## config.mk

```make
export PLATFORM = sky130hd
export DESIGN_NAME = ber_readout
export DESIGN_NICKNAME = d
export VERILOG_FILES = /design/src/rtl/ber_readout.sv
export SDC_FILE = /design/constraint.sdc
export NUM_CORES = 1
export LEC_CHECK = 0
export BUFFER_PORTS_ARGS = -buffer_cell sky130_fd_sc_hd__buf_2
export CORE_AREA = 4 4 186 188
export DETAILED_ROUTE_END_ITERATION = 10
export DIE_AREA = 0 0 190 192
export PLACE_DENSITY = 0.67
export RECOVER_POWER = 25
export SLEW_MARGIN = 5
export SYNTH_ARGS = -nofsm -noshare
export SYNTH_HDL_FRONTEND = slang
export SYNTH_SLANG_ARGS = --single-unit
```

## constraint.sdc

```tcl
create_clock -name clk -period 15.8 [get_ports clk]
set_input_delay 2.37 -clock clk [delete_from_list [all_inputs] [get_ports clk]]
set_output_delay 2.37 -clock clk [all_outputs]
set_load 0.01 [all_outputs]
```

## src/rtl/ber_readout.sv

```systemverilog
// BER counter readout: a host snapshots the four 64-bit BER counters and LED status,
// then reads the frozen snapshot back one 32-bit word at a time through a handshake.
module ber_readout #(
    parameter int NB_BER_CNT = 64,
    parameter int NB_WORD    = 32,
    parameter int NB_LEDS    = 4
) (
    input  logic                  clk,
    input  logic                  i_rst,
    input  logic [NB_BER_CNT-1:0] i_ber_samp_I,
    input  logic [NB_BER_CNT-1:0] i_ber_samp_Q,
    input  logic [NB_BER_CNT-1:0] i_ber_error_I,
    input  logic [NB_BER_CNT-1:0] i_ber_error_Q,
    input  logic [NB_LEDS-1:0]    i_leds,
    input  logic                  i_cmd_valid,
    input  logic [4:0]            i_cmd,
    input  logic                  i_rack,
    output logic [NB_WORD-1:0]    o_rdata,
    output logic                  o_rvalid,
    output logic                  o_rerr,
    output logic                  o_busy
);

    localparam logic [1:0] IDLE = 2'd0;
    localparam logic [1:0] SNAP = 2'd1;
    localparam logic [1:0] READ = 2'd2;
    localparam logic [1:0] RESP = 2'd3;

    logic [1:0]            state;
    logic [3:0]            addr;
    logic [NB_BER_CNT-1:0] snap_samp_i;
    logic [NB_BER_CNT-1:0] snap_samp_q;
    logic [NB_BER_CNT-1:0] snap_err_i;
    logic [NB_BER_CNT-1:0] snap_err_q;
    logic [NB_LEDS-1:0]    snap_leds;
    logic                  snap_valid;
    logic [15:0]           snap_cnt;
    logic [15:0]           snap_cnt_next;
    logic [NB_WORD-1:0]    rd_word;
    logic                  rd_err;

    assign snap_cnt_next = snap_cnt + 16'd1;
    assign o_busy        = (state != IDLE);

    function automatic logic [NB_WORD-1:0] status_word(input logic [15:0] cnt,
                                                       input logic [NB_LEDS-1:0] leds,
                                                       input logic valid);
        logic [NB_WORD-1:0] w;
        w        = '0;
        w[31:16] = cnt;
        w[4:1]   = leds[3:0];
        w[0]     = valid;
        return w;
    endfunction

    // Read mux looks only at snapshot registers, so live counters never leak into a response.
    always_comb begin
        rd_word = '0;
        rd_err  = 1'b0;
        case (addr)
            4'd0: rd_word = snap_samp_i[NB_WORD-1:0];
            4'd1: rd_word = snap_samp_i[NB_BER_CNT-1:NB_WORD];
            4'd2: rd_word = snap_samp_q[NB_WORD-1:0];
            4'd3: rd_word = snap_samp_q[NB_BER_CNT-1:NB_WORD];
            4'd4: rd_word = snap_err_i[NB_WORD-1:0];
            4'd5: rd_word = snap_err_i[NB_BER_CNT-1:NB_WORD];
            4'd6: rd_word = snap_err_q[NB_WORD-1:0];
            4'd7: rd_word = snap_err_q[NB_BER_CNT-1:NB_WORD];
            4'd8: rd_word = status_word(snap_cnt, snap_leds, snap_valid);
            default: begin
                rd_word = NB_WORD'(32'hDEAD_BEEF);
                rd_err  = 1'b1;
            end
        endcase
    end

    always_ff @(posedge clk or posedge i_rst) begin
        if (i_rst) begin
            state       <= IDLE;
            addr        <= '0;
            snap_samp_i <= '0;
            snap_samp_q <= '0;
            snap_err_i  <= '0;
            snap_err_q  <= '0;
            snap_leds   <= '0;
            snap_valid  <= 1'b0;
            snap_cnt    <= '0;
            o_rdata     <= '0;
            o_rvalid    <= 1'b0;
            o_rerr      <= 1'b0;
        end else begin
            case (state)
                IDLE: begin
                    if (i_cmd_valid) begin
                        if (i_cmd[4]) begin
                            state <= SNAP;
                        end else begin
                            addr  <= i_cmd[3:0];
                            state <= READ;
                        end
                    end
                end
                SNAP: begin
                    snap_samp_i <= i_ber_samp_I;
                    snap_samp_q <= i_ber_samp_Q;
                    snap_err_i  <= i_ber_error_I;
                    snap_err_q  <= i_ber_error_Q;
                    snap_leds   <= i_leds;
                    snap_valid  <= 1'b1;
                    snap_cnt    <= snap_cnt_next;
                    o_rdata     <= status_word(snap_cnt_next, i_leds, 1'b1);
                    o_rerr      <= 1'b0;
                    state       <= RESP;
                end
                READ: begin
                    o_rdata <= rd_word;
                    o_rerr  <= rd_err;
                    state   <= RESP;
                end
                RESP: begin
                    // Data is settled on entry; o_rvalid rises one edge later, and only a
                    // visible response can be acknowledged.
                    if (o_rvalid && i_rack) begin
                        o_rvalid <= 1'b0;
                        state    <= IDLE;
                    end else begin
                        o_rvalid <= 1'b1;
                    end
                end
                default: state <= IDLE;
            endcase
        end
    end

endmodule

```

# After elaboration in Yosys (flattened, before gate mapping)
# Cells that the tools add are included.
# totals
ff_bits	317
in_bits	269
output_inout_bits	35
elab_cells	45
# op_classes
addsub	1
eq_ne	13
mux	9
bitwise_logic	1
reduce_logical	9
# ops
operator	n
$pmux W32 S9	1
$pmux W32 S2	1
$add A16 B1 Y16 const B	1
$eq A4 B3 Y1 const B	4
$reduce_or A9 Y1	1
$eq A4 B2 Y1 const B	2
$mux W2	3
$pmux W2 S3	1
$eq A2 B2 Y1 const B	2
$eq A4 B1 Y1 const B	1
$eq A4 B4 Y1 const B	1
$logic_not A4 Y1	1
$ne A2 B2 Y1 const B	2
$reduce_bool A2 Y1	2
$reduce_and A3 Y1	1
$eq A2 B1 Y1 const B	1
$logic_not A2 Y1	1
$mux W1	2
$pmux W1 S2	1
$reduce_and A2 Y1	1
$reduce_or A2 Y1	1
$logic_and A1 B1 Y1	1
$not A1 Y1	1

# Longest topological paths before layout
# depth
ltp_word	4
ltp_mapped	9

# Worst setup path before layout
# OpenSTA, ideal clock, no wires.
# synth_path
path_type	reg-to-output
from	reg state[0]
to	out o_busy
arrival_ns	0.772
slack_ns	12.658
stages_incl_launch_ff	4
path_cell_list	dfrtp_1 > inv_1 > ha_1 > inv_1
# synth_between
elab_chain_cells	1
# synth_rtl
element	line	text
from (decl)	29	logic [1:0] state;
from (signal assigned)	79	state <= IDLE;
from (signal assigned)	96	state <= SNAP;
from (signal assigned)	99	state <= READ;
$reduce_bool A2 Y1	43	assign o_busy = (state != IDLE);
to (decl)	21	output logic o_busy
# No other way between the ends.

# Worst setup path after layout
# Same ends and word-level chain as after synthesis.

==> results summary <==
The flow ran to the end, and the final reports show no timing, DRC or antenna violations. The clock insertion delay at the later pin of the skew report is between 500 and 600 ps. The floorplan die height came out at 192 um.

For this run, the leading register cell type out of synthesis is sky130_fd_sc_hd__dfrtp_1. Gates resized during post-CTS repair numbered 0. The first global-routing pass estimated 69,100 um of wire. The highest layer touched by signal routing is met5. The number of endpoints with negative hold slack in the final report is 0. The maximum frequency from static timing analysis is 261 MHz.

Setup repair after global routing left no endpoint under its margin. The via count of the first global-routing pass came to approximately 11k. The number of maximum-capacitance violations is 0. The number of antenna violations at the first check in global routing came to 10. The share of total power dissipated in combinational logic is 0.441. The pin count of the biggest net entering global routing is around 210. The core region is 0.0331 mm^2. The internal power came out at 2.52 mW.

Wires add up to 46,700 um. The maximum ir drop on the vdd rail is approximately 320 uV. In this run, synthesis produced a sequential element count of 317. In the final layout, flip-flops and latches occupy 0.00794 mm^2. The depth of the CTS H-tree came out at 2.

The largest area contributor in the synthesized netlist is sky130_fd_sc_hd__dfrtp_1. At the pin with the least slew margin, the transition time is between 1000 and 1500 ps. The count of buffers added by post-CTS timing repair for setup is 0. The sequential element share of the synthesized area came out at 0.544. The switching power share of the total is 0.384.

The per-instance average area after synthesis is between 10 and 15 um^2. The analysis attributes to cell leakage a power of 7.68 nW. The total length of routed met3 wires came out at 4110 um. For this run, asynchronously set or reset flops after synthesis account for 1.00. Counting along the longest clock path gives a buffer depth of 3. Along the worst path, the maximum fanout reaches 4. The number of nets in the synthesized netlist came out at 1,423. The half-perimeter wire length of the detailed placement result is between 30,000 and 40,000 um.

The total non-filler cell area in the finished layout is around 0.018 mm^2. Setup violations remaining at the end of the flow were counted as 0. The number of hold buffers added after CTS came out at 0.

The most frequently used cell type in the post-synthesis netlist is sky130_fd_sc_hd__dfrtp_1. The final global-route overflow total is 0. The layout filler cell count is 2,937. The critical path launch point type is a flop.

In the routed layout, each cell is associated on average with a via count of 5.74. TritonCTS built the clock tree. Of the total power, the clock network draws 0.196.

The die footprint is about 0.036 mm^2. Pin placement for this block handled 304 I/O pins. For this block, the initial DRC count from the detailed router was ~840. By startpoint and endpoint, the worst setup path is classified as reg2out. After detailed placement, the total cell area comes to 0.0165 mm^2.

The weighted congestion at the end of routability-driven global placement came out at 0.900. By area the synthesized netlist is led by sky130_fd_sc_hd__dfrtp_1, sky130_fd_sc_hd__mux2_2, sky130_fd_sc_hd__mux2i_1, sky130_fd_sc_hd__a22oi_1, sky130_fd_sc_hd__a21oi_1. The growth of design area from synthesis to finish came out at 20.5%. The yosys synthesis warning count came out at 0. The clock slew seen by the registers of the worst setup and hold paths is 60 ps. Dividing the final minimum period by the clock period gives 0.243.

After detailed routing, the number of remaining DRC violations is 0. The power density of the placed cells is 233 mW/mm^2. The proportion of netlist area held by the largest area contributor is 0.544. In this run the clock root is driven by a sky130_fd_sc_hd__clkbuf_16. The count of pins over their slew limit came out at 0. The total CTS buffers is 36.

The number of distinct standard cells referenced by the synthesized netlist came out at 60. The net switching power is 1.57 mW. The shortest period the worst path allows is between 3000 and 4000 ps. The effective utilization at floorplan came out at 0.441. The amount of wire on met2 after detailed routing is 21,400 um. The area of the mapped netlist came out at about 0.015 mm^2. In the synthesized netlist, the cells that appear most often are sky130_fd_sc_hd__dfrtp_1, sky130_fd_sc_hd__mux2_2, sky130_fd_sc_hd__clkbuf_1. The number of synthesized flops with an enable pin came out at 0. Across every metal layer, demand over resource in global routing totals 0.249. Detailed routing inserted a total of around 11k vias. The number of search-and-repair iterations in the first detailed-routing pass is 5. The detail route stage leaves a number of antenna-violating nets equal to 0. In the final layout, the share of cells above drive strength 1 is 0.462. The die boundary width came out at 190 um.

The net count reported at finish is roughly 1.7k. The multi-input combinational cells in the finished layout cover a total of 0.00621 mm^2. The clock sink total came out at 317. On the final layout, the worst clock skew is approximately 15 ps. The count of input and output buffers is 303.

The register share of total power came out at 0.362. The worst setup path is captured at an output pin. In this run the worst hold path is classified as reg2reg. The worst slew slack as a fraction of its limit came out at 0.200. The critical path arrival is 1460 ps. After detailed routing, the average wire length per cell comes to 24.5 um. In the final timing run, aggregate negative setup slack is 0 ps. The post-synthesis cell count came out at 1,149.

Row generation in the floorplan step produced 67 rows. For this block, wires on met1 add up to approximately 20,000 um. The required time at the worst-slack endpoint is approximately 13,000 ps.
worst paths after layout:
check	slack [ps]	startpoint	end	depth (start not counted)
setup / recovery	11970	state[0]	o_busy	4
hold / removal	480	snap_valid	snap_valid	1
setup reg to reg	12080	state[0]	o_rdata[26]	6
hold reg to reg	480	snap_valid	snap_valid	1
max in group asynchronous	12120	i_rst	snap_samp_q[53]	3
min in group asynchronous	2040	i_rst	snap_samp_q[6]	2
state kept, by name, indices dropped and copies added, names as in the netlist:
signal	cells
snap_err_i	64
snap_err_q	64
snap_samp_i	64
snap_samp_q	64
o_rdata	32
snap_cnt	16
addr	4
snap_leds	4
state	2
o_rerr	1
o_rvalid	1
snap_valid	1
area by class of cell:
cell class,instances,area share
diodes,4,0.000569
repair buffers,322,0.0950
clock inverters,12,0.00541
flip-flops and latches,317,0.452
well taps,448,0.0319
multi-input cells,730,0.353
inverters,14,0.00342
clock buffers,54,0.0591
worst max-delay path: stages (launching register included):
cell                      delay, ps
sky130_fd_sc_hd__dfrtp_1        400
sky130_fd_sc_hd__inv_1           80
sky130_fd_sc_hd__ha_1           230
sky130_fd_sc_hd__inv_1          100
sky130_fd_sc_hd__buf_2          140
cells in the final DEF, fill, tap and decap left out, drive strengths merged, types with 7 or more instances in the layout:
cell type / netlist / routed
o21ai: 41 / 41
mux2i: 32 / 32
a21oi: 49 / 49
nor2: 33 / 33
dfrtp: 317 / 317
clkbuf: 52 / 63
o22ai: 28 / 28
nand3: 22 / 22
a32oi: 9 / 9
a221oi: 7 / 7
nor2b: 10 / 10
mux4: 8 / 8
mux2: 279 / 279
clkinv: 0 / 8
xor2: 11 / 11
inv: 14 / 16
buf: 36 / 313
nand4: 8 / 8
nor3: 11 / 11
nand2: 42 / 42
o221ai: 8 / 8
xnor2: 18 / 18
a31oi: 8 / 8
a22oi: 38 / 38
per-stage QoR:
step | utilization | instances | setup slack (ps) | total power [mW] | hold slack (ps)
global route | 0.531 | 1898 | 11870 | 4.31 | 485
global placement | 0.497 | 1831 | 11590 | 3.23 | 445
finish | 0.531 | 1901 | 11970 | 4.09 | 476
CTS | 0.531 | 1897 | 11910 | 4.09 | 466
detailed placement | 0.497 | 1831 | 11560 | 3.28 | 453
floorplan | - | 1149 | 4660 | 2.69 | 431
power by group through the flow:
| stage | clock network [mW] | logic [mW] | registers, mW |
|---|---|---|---|
| floorplan | 0 | 1.31 | 1.39 |
| global placement | 0 | 1.76 | 1.47 |
| detailed placement | 0 | 1.79 | 1.49 |
| CTS | 0.814 | 1.80 | 1.48 |
| global route | 0.853 | 1.93 | 1.52 |
| finish | 0.803 | 1.81 | 1.48 |
cells by family after synthesis:
kind of cell | synth area share
adder cells (fa/ha/maj) | 0.00429
multiplexers | 0.250
flip-flops | 0.544
XOR/XNOR | 0.0174
buffers and inverters | 0.0311
AO/OA/AOI/OAI | 0.102
AND/OR/NAND/NOR | 0.0516
routing by layer:
metal / vias to the layer above / track usage
met4: 16 / 0.0748
met5: - / 0
met1: 5535 / 0.343
met3: 99 / 0.0696
met2: 457 / 0.387
li1: 4796 / -
No activity file was read; power rests on OpenSTA's default activity.
